`src/rtl/dk_motion_ctrl.sv`:
```
// rtl/dk_motion_ctrl.sv - Frame-tick driven character motion FSM (idle/walk/jump/fall).
// Position commits and state changes happen only on the tick edge; key edges are latched between ticks.
module dk_motion_ctrl #(
    parameter int          TICK_PERIOD = 5000000,
    parameter int          TICK_POINT  = 4500000,
    parameter int          JUMP_FRAMES = 10,
    parameter logic [7:0]  JUMP_KEY    = 8'h29,
    parameter logic [7:0]  RIGHT_KEY   = 8'h74,
    parameter logic [7:0]  LEFT_KEY    = 8'h6B,
    parameter logic [15:0] SPAWN_X     = 16'd0,
    parameter logic [15:0] SPAWN_Y     = 16'd0
) (
    input  logic        clk,
    input  logic        reset,
    input  logic        run,
    input  logic [7:0]  keycode,
    input  logic        press,
    input  logic        grounded,
    input  logic [15:0] next_x,
    input  logic [15:0] next_y,
    output logic [24:0] counter,
    output logic [15:0] prev_x,
    output logic [15:0] prev_y,
    output logic [3:0]  dk_motion,
    output logic [18:0] jump_num,
    output logic        facing,
    output logic        tick
);

    localparam logic [24:0] CNT_LAST = 25'(TICK_PERIOD - 1);
    localparam logic [24:0] CNT_TICK = 25'(TICK_POINT);
    localparam logic [18:0] JF       = 19'(JUMP_FRAMES);

    typedef enum logic [1:0] {S_IDLE, S_WALK, S_JUMP, S_FALL} state_t;

    state_t      state_q, state_d;
    logic [24:0] counter_q, counter_d;
    logic [15:0] prev_x_q, prev_x_d, prev_y_q, prev_y_d;
    logic [3:0]  motion_q, motion_d;
    logic [18:0] jump_num_q, jump_num_d;
    logic        facing_q, facing_d;
    logic        jump_req_q, jump_req_d;
    logic        armed_q, armed_d;
    logic        key_r, key_l, key_j, tick_w, enter_jump;

    always_comb begin
        key_r      = (keycode == RIGHT_KEY) && press;
        key_l      = !key_r && (keycode == LEFT_KEY) && press;
        key_j      = (keycode == JUMP_KEY) && press;
        tick_w     = !reset && run && (counter_q == CNT_TICK);

        state_d    = state_q;
        prev_x_d   = prev_x_q;
        prev_y_d   = prev_y_q;
        jump_num_d = jump_num_q;
        facing_d   = facing_q;
        jump_req_d = jump_req_q;
        armed_d    = armed_q;
        enter_jump = 1'b0;
        motion_d   = 4'd1;

        if (!run)                      counter_d = '0;
        else if (counter_q == CNT_LAST) counter_d = '0;
        else                           counter_d = counter_q + 25'd1;

        if (!key_j)            armed_d    = 1'b1;
        if (key_j && armed_q)  jump_req_d = 1'b1;

        if (tick_w) begin
            prev_x_d   = next_x;
            prev_y_d   = next_y;
            jump_req_d = 1'b0;
            if (key_r)      facing_d = 1'b0;
            else if (key_l) facing_d = 1'b1;

            case (state_q)
                S_IDLE, S_WALK: begin
                    if (jump_req_q && grounded) begin
                        state_d    = S_JUMP;
                        jump_num_d = '0;
                        enter_jump = 1'b1;
                    end else if (!grounded) begin
                        state_d = S_FALL;
                    end else if (key_r || key_l) begin
                        state_d = S_WALK;
                    end else begin
                        state_d = S_IDLE;
                    end
                end
                S_JUMP: begin
                    if (jump_num_q < JF)            jump_num_d = jump_num_q + 19'd1;
                    if (jump_num_q + 19'd1 >= JF)   state_d    = S_FALL;
                end
                default: begin
                    if (grounded) state_d = (key_r || key_l) ? S_WALK : S_IDLE;
                end
            endcase
        end

        // A held jump key must be released before it can arm another jump.
        if (enter_jump) armed_d = 1'b0;

        case (state_d)
            S_IDLE:  motion_d = 4'd1 + {3'd0, facing_d};
            S_JUMP:  motion_d = 4'd4 + {3'd0, facing_d};
            S_WALK:  motion_d = 4'd6 + {3'd0, facing_d};
            default: motion_d = 4'd8 + {3'd0, facing_d};
        endcase
    end

    always_ff @(posedge clk) begin
        if (reset) begin
            state_q    <= S_IDLE;
            counter_q  <= '0;
            prev_x_q   <= SPAWN_X;
            prev_y_q   <= SPAWN_Y;
            motion_q   <= 4'd1;
            jump_num_q <= '0;
            facing_q   <= 1'b0;
            jump_req_q <= 1'b0;
            armed_q    <= 1'b1;
        end else begin
            state_q    <= state_d;
            counter_q  <= counter_d;
            prev_x_q   <= prev_x_d;
            prev_y_q   <= prev_y_d;
            motion_q   <= motion_d;
            jump_num_q <= jump_num_d;
            facing_q   <= facing_d;
            jump_req_q <= jump_req_d;
            armed_q    <= armed_d;
        end
    end

    assign counter   = counter_q;
    assign prev_x    = prev_x_q;
    assign prev_y    = prev_y_q;
    assign dk_motion = motion_q;
    assign jump_num  = jump_num_q;
    assign facing    = facing_q;
    assign tick      = tick_w;

endmodule
```
`config.mk`:
```
export PLATFORM = sky130hd
export DESIGN_NAME = dk_motion_ctrl
export DESIGN_NICKNAME = d
export VERILOG_FILES = /design/src/rtl/dk_motion_ctrl.sv
export SDC_FILE = /design/constraint.sdc
export NUM_CORES = 1
export LEC_CHECK = 0
export CAP_MARGIN = 20
export CORE_UTILIZATION = 40
export CTS_BUF_LIST = sky130_fd_sc_hd__clkbuf_4
export DETAILED_ROUTE_END_ITERATION = 12
export PLACE_DENSITY = 0.71
export SLEW_MARGIN = 20
export SYNTH_ARGS = -nofsm -noshare
export SYNTH_HDL_FRONTEND = slang
export SYNTH_SLANG_ARGS = --single-unit
export TNS_END_PERCENT = 30
```
`constraint.sdc`:
```
create_clock -name clk -period 3.1 [get_ports clk]
set_clock_uncertainty 0.1 [all_clocks]
set_input_delay 0.31 -clock clk [delete_from_list [all_inputs] [get_ports clk]]
set_output_delay 0.31 -clock clk [all_outputs]
set_load 0.01 [all_outputs]
```
==> impl_metrics.yaml <==
critical_path:
  cp_slowest_cell: "or4_4"
  timing.reg2reg.setup_slack_ns: 0.10
  critPathArrivalTime_ns: 3.26
  start_kind: "flip-flop"
  worstSetupEndpointType: "flip-flop"
  cp_num_buf_inv: 2
  cp_max_fo: 3
  crit_start: "counter[1]"
  cp-endpoint: "dk_motion[0]"
  cpPeakStageDelay_ns: 0.54
  critPathRequiredTime_ns: 3.36
  regToRegStartpoint: "counter[1]"
  r2r_end: "dk_motion[0]"
  worstSetupPathDepth: 11
  ff2ff_path_depth: 11
  crit_type: "reg -> reg"
  worstPathCellList: "inv_1, ha_1, nor4b_4, and3_4, nand2_2, or4_4, o31ai_4, inv_1, ha_1, o311a_1, a311o_1"
  path_delay_family: "simple AND/OR/NAND/NOR gates"
cts:
  cts_max_path_buffers: 2
  clockRootBuffer: "clkbuf_4"
  postCtsSetupBuffers: 0
  cts.sinks: 85
  clk_latency_ns: 0.46
  ctsHoldBuffers: 0
  clk_pin_slew_ns: 0.17
  cts_made_buffers: 9
  cts_tree: "built"
  htree_levels: 3
yosys:
  synth_nets: 512
  synth_area_um2: 3850
  synth_area_leader_cell: "dfxtp_1"
  synth-main-ff-cell: "dfxtp_1"
  ys_ff_latch: 85
  avgSynthCellArea_um2: 8.40
  synthArstFlopShare: 0
  synth_edf_count: 0
  synth_area_leaders: "dfxtp_1, nand2_1, a21oi_1, nor2_1, xor2_1"
  yosys_warnings: 0
  synth_cell_type_count: 61
  synth.top_cell.area_share: 0.441
  synth-seq-area-share: 0.441
  synthCells: 459
flow_run:
  cap_violations: 0
sta:
  fmax_mhz: 334
  drv_slew: 0
  setup_viol: 0
  period_share: 0.967
  setup_ws_ns: 0.102
  relSlewSlack: 0.450
  worst-slew-pin-transition_ns: 0.823
  rsz0062_at_grt: "yes"
  finalHoldWorstSlack_ns: 0.274
  period_needed_ns: 3.00
  hold_viol: 0
global_routing:
  grt_pass1_wl_mm: 16.2
  gr-total-overflow: 0
  grt_max_degree: 49
  antenna_found_initial: 0
  grtUsageTotal: 0.203
  grt_pass1_vias: 3444
cells_and_area:
  areaGrowthSynthToFinish_pct: 47.4
  antenna_cells: 0
  post-route-util: 0.612
  drive_gt1_frac: 0.131
  nFillCells: 836
  nNetsFinal: 675
floorplanning:
  core_um2: 9280
  die_x_um: 100
  die_area_um2: 10000
  rows: 35
  start_util: 0.415
  die_y_um: 100
  io_pins: 127
min_path:
  min_path_type: "in -> reg"
pwr:
  leakage_nw: 2.14
  worst_ir_drop_vdd_v: 0.000185
  power_density_nw_per_um2: 324
  power_mw: 1.84
drt:
  num_vias: 3740
  first_iter_violations: 130
  drcViolationCount: 0
  firstDrtPassIters: 4
  final_antenna_net_count: 0
  viasPerCell: 4.95
  wl_per_cell_um: 13.5
  finalWirelength_mm: 10.2
placement:
  gp_congestion: 0.828
  dpl.hpwl_mm: 7.55
  portBuffers: 126
  pre_cts_ws_ns: -0.343
status:
  status: "finished clean"
cells in the mapped netlist, types with 3 or more instances:
cell type  number
or3_1           4
o21ai_0         8
nor4_1          3
ha_1            8
or2_2           3
a21oi_1        37
mux2i_1         6
xor2_1         14
dfxtp_1        85
nor2b_1         4
nor2_1         47
buf_2           3
xnor2_1        11
inv_1          19
clkbuf_1        9
nand4_1        10
nand3_1        18
and3_1          6
and2_1         17
buf_1           3
nor3_1          9
nand2_1        82
nand2b_1        4
sequential cells by signal (all words and copies together) (netlist names):
name and cells:
armed_q 1, counter 25, dk_motion 4, facing 1
jump_num 19, jump_req_q 1, prev_x 16, prev_y 16
state_q 2
worst min-delay path by stage:
stage	start	end	slack [ns]	cells past startpoint
3_3_place_gp	prev_x[8]	prev_x[8]	0.34	2
3_5_place_dp	prev_y[12]	prev_y[12]	0.35	2
4_1_cts	next_y[9]	prev_y[9]	0.25	3
2_1_floorplan	next_x[0]	prev_x[0]	0.35	2
5_1_grt	next_y[9]	prev_y[9]	0.24	3
6_report	next_y[14]	prev_y[14]	0.27	3
where the power goes:
group	switching [mW]	internal, mW
Clock	0.451	0.195
Combinational	0.0374	0.0628
Sequential	0.000626	1.09
Total	0.489	1.35
cells by family (layout without fill, tap and decap cells):
group	Yosys count	in the layout	synth area share
buf+inv	36	204	0.0383
mux	6	6	0.0156
flops	85	85	0.441
xor+xnor	25	25	0.0568
fa+ha+maj	8	8	0.0260
compound gates	67	67	0.107
simple gates	232	232	0.315
routing by layer:
layer | vias up | wire length, um | track usage
li1 | 1891 | - | -
met1 | 1723 | 4760 | 0.269
met2 | 113 | 4570 | 0.323
met3 | 13 | 720 | 0.0439
met4 | 0 | 153 | 0.0758
met5 | - | 0 | 0
cell type report:
class	instances	area (um2)	share of cell area
Inverter	19	71.3	0.0126
Timing Repair Buffer	169	1590	0.279
Tap cell	129	161	0.0284
Clock buffer	9	67.6	0.0119
Multi-Input combinational cell	338	2020	0.356
Sequential cell	85	1700	0.300
Clock inverter	7	71.3	0.0126
layout by cell type (no fill, tap or decap), types with 9 or more instances in the layout:
cell,instances
clkdlybuf4s50_1,124
and2_1,17
dfxtp_1,84
xor2_1,14
nand4_1,10
a21oi_1,37
xnor2_1,11
nand2_1,82
nand3_1,18
nor3_1,9
inv_1,19
buf_4,42
clkbuf_4,9
nor2_1,47
repair_timing:
action                                 in CTS  in global routing
pin swaps                                   1                  0
endpoints found under the hold margin       0                  0
resized for setup                           2                  4
setup endpoints to repair                   1                  7
gates cloned                                0                  0
per-stage QoR:
step | cells | area [um2] | TNS, ns
floorplan | 459 | 3850 | 0
detailed placement | 740 | 5520 | -0.561
CTS | 756 | 5670 | 0
finish | 756 | 5680 | 0
global placement | 740 | 5520 | -0.288
global route | 756 | 5680 | -0.0263
tightest hold or removal path, delay by kind of cell:
family | cells | cell delay, ns
buffers and inverters | 1 | 0.40
AND/OR/NAND/NOR | 1 | 0.05
AO/OA/AOI/OAI | 1 | 0.05
Power figures use the tool's default switching activity.
==> RTL edit 1: new RTL, same flow settings <==
Add an input register stage for `run`, `keycode`, `press`, `grounded`, `next_x` and `next_y`, without a reset; this delays them by one clock.
--- a/src/rtl/dk_motion_ctrl.sv
+++ b/src/rtl/dk_motion_ctrl.sv
@@ -35,2 +35,18 @@
 
+    logic run_q;
+    logic [7:0] keycode_q;
+    logic press_q;
+    logic grounded_q;
+    logic [15:0] next_x_q;
+    logic [15:0] next_y_q;
+
+    always_ff @(posedge clk) begin
+        run_q      <= run;
+        keycode_q  <= keycode;
+        press_q    <= press;
+        grounded_q <= grounded;
+        next_x_q   <= next_x;
+        next_y_q   <= next_y;
+    end
+
     state_t      state_q, state_d;
@@ -46,6 +62,6 @@
     always_comb begin
-        key_r      = (keycode == RIGHT_KEY) && press;
-        key_l      = !key_r && (keycode == LEFT_KEY) && press;
-        key_j      = (keycode == JUMP_KEY) && press;
-        tick_w     = !reset && run && (counter_q == CNT_TICK);
+        key_r      = (keycode_q == RIGHT_KEY) && press_q;
+        key_l      = !key_r && (keycode_q == LEFT_KEY) && press_q;
+        key_j      = (keycode_q == JUMP_KEY) && press_q;
+        tick_w     = !reset && run_q && (counter_q == CNT_TICK);
 
@@ -61,3 +77,3 @@
 
-        if (!run)                      counter_d = '0;
+        if (!run_q)                      counter_d = '0;
         else if (counter_q == CNT_LAST) counter_d = '0;
@@ -69,4 +85,4 @@
         if (tick_w) begin
-            prev_x_d   = next_x;
-            prev_y_d   = next_y;
+            prev_x_d   = next_x_q;
+            prev_y_d   = next_y_q;
             jump_req_d = 1'b0;
@@ -77,3 +93,3 @@
                 S_IDLE, S_WALK: begin
-                    if (jump_req_q && grounded) begin
+                    if (jump_req_q && grounded_q) begin
                         state_d    = S_JUMP;
@@ -81,3 +97,3 @@
                         enter_jump = 1'b1;
-                    end else if (!grounded) begin
+                    end else if (!grounded_q) begin
                         state_d = S_FALL;
@@ -94,3 +110,3 @@
                 default: begin
-                    if (grounded) state_d = (key_r || key_l) ? S_WALK : S_IDLE;
+                    if (grounded_q) state_d = (key_r || key_l) ? S_WALK : S_IDLE;
                 end
Formal check against the unedited RTL: not equivalent (a bounded check fails within 4 cycles, from zero or initial values and one cycle with reset high).
==> RTL edit 1 against the unedited design <==
Routed wire length grew 8.0%. Final area rose by 15%. Sequential power up 55%. Largest power group unchanged. Setup slack lost 0.036 ns. Critical path depth rose by 1. Power is 50% higher. Via count rose by 6.4%. Sequential cell count is 43 higher. Synthesized area rose by 18%.
==> RTL edit 1: results (changes against the unedited design) <==
[global_routing]
top_usage_layer=met2  ; unchanged
grt_pass1_vias=3697  ; was 3,444
grt_start_max_net_pins=48  ; was 49
gr-usage-met1_pct=22.7  ; was 26.9%
antenna_found_initial=0  ; unchanged
grt_usage_pct=19.4  ; was 20.3%
grt_pass1_wl_mm=17.3  ; was 16.2 mm
overflow=0  ; unchanged
use_met2_pct=31.7  ; was 32.3%
globalRouteMet3Util_pct=5.97  ; was 4.39%

[logic_synthesis]
synth_cells=494  ; was 459
yosys_warnings=0  ; unchanged
yosysSeqAreaShare_pct=56.4  ; was 44.1%
synth_fp_nets=547  ; was 512
ys_top_cells_by_area=dfxtp_1 (56%), nand2_1 (6.6%), a21oi_1 (4.5%), nor2_1 (4.1%), xnor2_1 (2.5%)  ; was dfxtp_1 (44%), nand2_1 (8.0%), a21oi_1 (4.8%), nor2_1 (4.6%), xor2_1 (3.2%)
synthTopCellsByCount=dfxtp_1 (128), nand2_1 (80), nor2_1 (50)  ; was dfxtp_1 (85), nand2_1 (82), nor2_1 (47)
synthArstFlopShare_pct=0  ; unchanged
yosysUniqueCellTypes=44  ; was 61

[critical_path]
cp_max_fo=7  ; was 3
slowest_stage=or4_4  ; unchanged
worstRegToRegCells=12  ; was 11
arrival_ns=3.39  ; was 3.26 ns
reg2reg_to=dk_motion[0]$_SDFF_PP1_  ; unchanged
reg2reg_slack_ns=0.07  ; was 0.10 ns
cpPeakStageDelay_ns=0.50  ; was 0.54 ns
crit_path_start=jump_num[1]$_SDFFE_PP0P_  ; was counter[1]$_SDFF_PP0_

[worst_hold_path]
hp-class=in2reg  ; unchanged

[clock_tree]
htree_levels=4  ; was 3
clk_pin_slew_ns=0.11  ; was 0.17 ns
cts_made_buffers=17  ; was 9
cts_root_buf=clkbuf_4  ; unchanged
insertion_delay_ns=0.55  ; was 0.46 ns

[sta]
tightest_slew_ns=0.776  ; was 0.823 ns
min_period_ns=3.03  ; was 3.00 ns
finalHoldViolations=0  ; unchanged

[placement]
dp_slack_ns=-0.0612  ; was -0.343 ns
hpwl_mm=7.85  ; was 7.55 mm
dp.cells=770  ; was 740
port_buffers=126  ; unchanged
globalplace.congestion=0.843  ; was 0.828

[routing]
vias=3978  ; was 3,740
wl_met1_mm=4.75  ; was 4.76 mm
dr_wl_met2_mm=5.45  ; was 4.57 mm
dr_wl_met3_um=541  ; was 720 um
vias_per_cell=4.95  ; about the same
wl_mm=11.0  ; was 10.2 mm
drt_iter0_markers=192  ; was 130
routed.top_layer=met4  ; unchanged
firstDrtPassIters=5  ; was 4

[status]
status=finished clean  ; unchanged

[power]
vdd_ir_drop_max_mv=0.294  ; was 0.185 mV
leakagePower_nw=2.37  ; was 2.14 nW

[final_layout]
nNetsFinal=704  ; was 675
largest_reg_flops=25  ; unchanged
final_layout_size_suffix_gt1_share_pct=13.1  ; about the same

-- RTL edit 1: cell count changes after synthesis, moves of 4 or more --
| cell | before | now |
|---|---|---|
| a21oi_1 | 37 | 41 |
| mux2i_1 | 6 | 0 |
| nor3_1 | 9 | 15 |
| inv_1 | 19 | 12 |
| dfxtp_1 | 85 | 128 |
| nor2b_1 | 4 | 0 |
| nor4_1 | 3 | 9 |
-- RTL edit 1: worst min path at each step --
stage / startpoint / end / slack [ns] / depth (start not counted)
after floorplan: grounded / grounded_q$_DFF_P_ / 0.24 / 0
after global placement: next_y_q[8]$_DFF_P_ / prev_y[8]$_SDFFE_PP0P_ / 0.32 / 2
after detailed placement: next_y_q[11]$_DFF_P_ / prev_y[11]$_SDFFE_PP0P_ / 0.33 / 2
after CTS: next_y[1] / next_y_q[1]$_DFF_P_ / 0.05 / 1
after global routing: next_x[11] / next_x_q[11]$_DFF_P_ / 0.04 / 1
final: next_y[5] / next_y_q[5]$_DFF_P_ / 0.09 / 1
-- RTL edit 1: stage by stage --
stage | power (mW) | setup TNS (ns) | instance area, um^2 | utilization (%)
2_1_floorplan | 1.74 | 0 | 4550 | -
3_3_place_gp | 1.81 | 0 | 6140 | 56.1
3_5_place_dp | 1.81 | -0.0612 | 6140 | 56.2
4_1_cts | 2.82 | -0.0507 | 6400 | 58.5
5_1_grt | 2.91 | -0.0725 | 6510 | 59.6
6_report | 2.77 | 0 | 6510 | 59.6
-- RTL edit 1: cells by family after synthesis --
family                   Yosys count  share of synthesized area (%)
multiplexers                       2                          0.578
AO/OA/AOI/OAI                     65                           8.13
AND/OR/NAND/NOR                  233                           24.9
adder cells (fa/ha/maj)            8                           2.20
flip-flops                       128                           56.4
XOR/XNOR                          26                           5.01
buffers and inverters             32                           2.73
-- RTL edit 1: final cells by class --
| class | count | area (um^2) |
|---|---|---|
| clock buffers | 20 | 150 |
| clock inverters | 12 | 95.1 |
| fillers | 939 | 4420 |
| inverters | 12 | 45.0 |
| multi-input cells | 334 | 1980 |
| flip-flops and latches | 128 | 2570 |
| well taps | 140 | 175 |
| repair buffers | 158 | 1500 |
-- RTL edit 1: power breakdown --
group	internal, mW	total (mW)	leakage (nW)	switching (mW)
registers	1.67	1.69	1.05	0.0116
logic	0.0566	0.0876	1.20	0.0310
clock network	0.410	0.997	0.126	0.587
-- RTL edit 1: critical path: cells and delay by family (launching register included) --
| family | cells | cell delay, ns |
|---|---|---|
| AOI/OAI and AO/OA | 4 | 0.75 |
| adders and majority gates | 2 | 0.48 |
| buffers and inverters | 2 | 0.15 |
| DFF | 1 | 0.39 |
| and+or+nand+nor | 4 | 1.06 |
-- RTL edit 1: repair_timing --
item,in CTS,in global routing
resized for setup,2,19
buffers inserted,0,2
pin swaps,2,6
endpoints found under the hold margin,0,0
setup endpoints to repair,2,3
==> RTL edit 2: new RTL, same settings <==
Without the edit above. `JUMP_FRAMES`: 10 -> 5.
--- a/src/rtl/dk_motion_ctrl.sv
+++ b/src/rtl/dk_motion_ctrl.sv
@@ -5,3 +5,3 @@
     parameter int          TICK_POINT  = 4500000,
-    parameter int          JUMP_FRAMES = 10,
+    parameter int          JUMP_FRAMES = 5,
     parameter logic [7:0]  JUMP_KEY    = 8'h29,
Behaviour: same outputs for any inputs over 10 cycles, from zero or initial values and one cycle with reset high; that may be too few to reach the edited logic, so the function may still have changed.
==> RTL edit 2 against the unedited design <==
Final area decreased by 4.3%. Largest power group unchanged. Power decreased by 2.2%. Synthesized area decreased by 0.39%. Largest cell class unchanged. Routed wire length decreased by 5.5%. Sequential cell count unchanged. First-iteration DRC count decreased by 2.3%. Critical path type unchanged. Setup slack improved by 0.079 ns.
==> RTL edit 2: results (changes against the unedited design) <==
[status]
status=finished clean  ; unchanged

[critical_path]
arrival_ns=3.12  ; was 3.26 ns
r2r_start=jump_num[1]$_SDFFE_PP0P_  ; was counter[1]$_SDFF_PP0_
reg2reg_to=dk_motion[0]$_SDFF_PP1_  ; unchanged
reg2reg_slack_ns=0.18  ; was 0.10 ns
worstRegToRegCells=12  ; was 11
cp_max_fo=8  ; was 3
cpPeakStageDelay_ns=0.48  ; was 0.54 ns
slowest_stage=dfxtp_1  ; was or4_4

[routing]
firstDrtPassIters=5  ; was 4
drt_iter0_markers=127  ; was 130
vias_per_cell=5.05  ; was 4.95
wl_mm=9.64  ; was 10.2 mm

[global_routing]
grt_start_max_net_pins=47  ; was 49
grt_usage_pct=19.4  ; was 20.3%
antenna_found_initial=0  ; unchanged
grt_pass1_wl_mm=15.5  ; was 16.2 mm
grt_pass1_vias=3226  ; was 3,444

[logic_synthesis]
synth_cells=416  ; was 459
yosysSeqAreaShare_pct=44.3  ; was 44.1%
synthTopCellsByCount=dfxtp_1 (85), nor2_1 (68), mux2i_1 (35)  ; was dfxtp_1 (85), nand2_1 (82), nor2_1 (47)
ys_top_cells_by_area=dfxtp_1 (44%), mux2i_1 (9.1%), nor2_1 (6.6%), xnor2_1 (3.2%), xor2_1 (3.2%)  ; was dfxtp_1 (44%), nand2_1 (8.0%), a21oi_1 (4.8%), nor2_1 (4.6%), xor2_1 (3.2%)
yosysUniqueCellTypes=53  ; was 61
synthArstFlopShare_pct=0  ; unchanged
synth_fp_nets=469  ; was 512

[sta]
finalHoldWorstSlack_ns=0.400  ; was 0.274 ns
tightest_slew_ns=0.536  ; was 0.823 ns
drv_slew=0  ; unchanged

[final_layout]
final_layout_size_suffix_gt1_share_pct=8.30  ; was 13.1%
nNetsFinal=603  ; was 675

[power]
vdd_ir_drop_max_mv=0.220  ; was 0.185 mV
leakagePower_nw=1.92  ; was 2.14 nW

[placement]
globalplace.congestion=0.853  ; was 0.828
hpwl_mm=7.19  ; was 7.55 mm
dpl_cell_area_um2=5290  ; was 5520 um^2
dp.cells=668  ; was 740

[worst_hold_path]
hp-class=in2reg  ; unchanged
whs_endpoint=prev_x[2]$_SDFFE_PP0P_  ; was prev_y[14]$_SDFFE_PP0P_
hold_start=next_x[2]  ; was next_y[14]

[clock_tree]
insertion_delay_ns=0.41  ; was 0.46 ns
clk_pin_slew_ns=0.13  ; was 0.17 ns

## RTL edit 2: cell types whose count changed after synthesis, moves of 4 or more
cell / change
nand2_1: -67
nor2_1: +21
nand4_1: +4
nor4b_1: +6
mux2i_1: +29
buf_4: +4
a21oi_1: -29
inv_1: -7
## RTL edit 2: kinds of logic (layout without fill, tap and decap cells)
logic type	Yosys count	after routing	share of synthesized area, %
simple gates	195	195	28.1
flops	85	85	44.3
mux	35	35	9.12
compound gates	34	34	5.83
buf+inv	31	169	3.65
xor+xnor	28	28	6.39
fa+ha+maj	8	8	2.61
## RTL edit 2: per-layer routing
metal  wire length [um]  up-vias  global-route usage (%)
met5                  0        -                       0
met4                 82        0                    4.57
met3                387        6                    5.29
met2               4940       71                    34.4
met1               4240     1655                    23.5
li1                   -     1715                       -
## RTL edit 2: stage by stage
step                setup TNS [ns]  worst slack, ns  utilization (%)  total power [mW]
floorplan                        0            0.241                -              1.14
global placement                 0           0.0141             57.0              1.21
detailed placement         -0.0276          -0.0276             57.0              1.21
CTS                              0           0.0739             58.4              1.83
global route                     0          0.00791             58.6              1.88
finish                           0            0.180             58.6              1.80
## RTL edit 2: power by group
group | internal [mW] | switching, mW | total (mW) | leakage [nW]
clock | 0.259 | 0.354 | 0.613 | 0.0689
sequential | 1.09 | 0.00167 | 1.09 | 0.685
combinational | 0.0593 | 0.0333 | 0.0926 | 1.17
total | 1.41 | 0.389 | 1.80 | 1.92
## RTL edit 2: worst max-delay path by stage
stage / start / to / slack (ns)
finish: jump_num[1]$_SDFFE_PP0P_ / dk_motion[0]$_SDFF_PP1_ / 0.18
detailed placement: keycode[1] / dk_motion[0]$_SDFF_PP1_ / -0.03
floorplan: jump_num[0]$_SDFFE_PP0P_ / dk_motion[0]$_SDFF_PP1_ / 0.24
CTS: counter[10]$_SDFF_PP0_ / dk_motion[0]$_SDFF_PP1_ / 0.07
global route: jump_num[1]$_SDFFE_PP0P_ / dk_motion[0]$_SDFF_PP1_ / 0.008
global placement: keycode[1] / dk_motion[0]$_SDFF_PP1_ / 0.01
## RTL edit 2: repair_timing
action | 4_1_cts | 5_1_grt
gates resized for setup | 0 | 3
hold buffers | 0 | 0
endpoints found under the setup margin | 0 | 3
## RTL edit 2: final cells by class
class	instances	area, um^2
Clock inverter	4	50.0
Fill cell	854	3840
Sequential cell	85	1700
Clock buffer	11	82.6
Timing Repair Buffer	142	1380
Inverter	12	45.0
Tap cell	129	161
Multi-Input combinational cell	300	2020
## RTL edit 2: critical path, delay by kind of cell (launching register included)
family                   cells  cell delay [ns]
multiplexers                 1             0.24
buffers and inverters        1             0.06
flip-flops                   1             0.48
AO/OA/AOI/OAI                2             0.49
AND/OR/NAND/NOR              6             1.02
adder cells (fa/ha/maj)      2             0.43
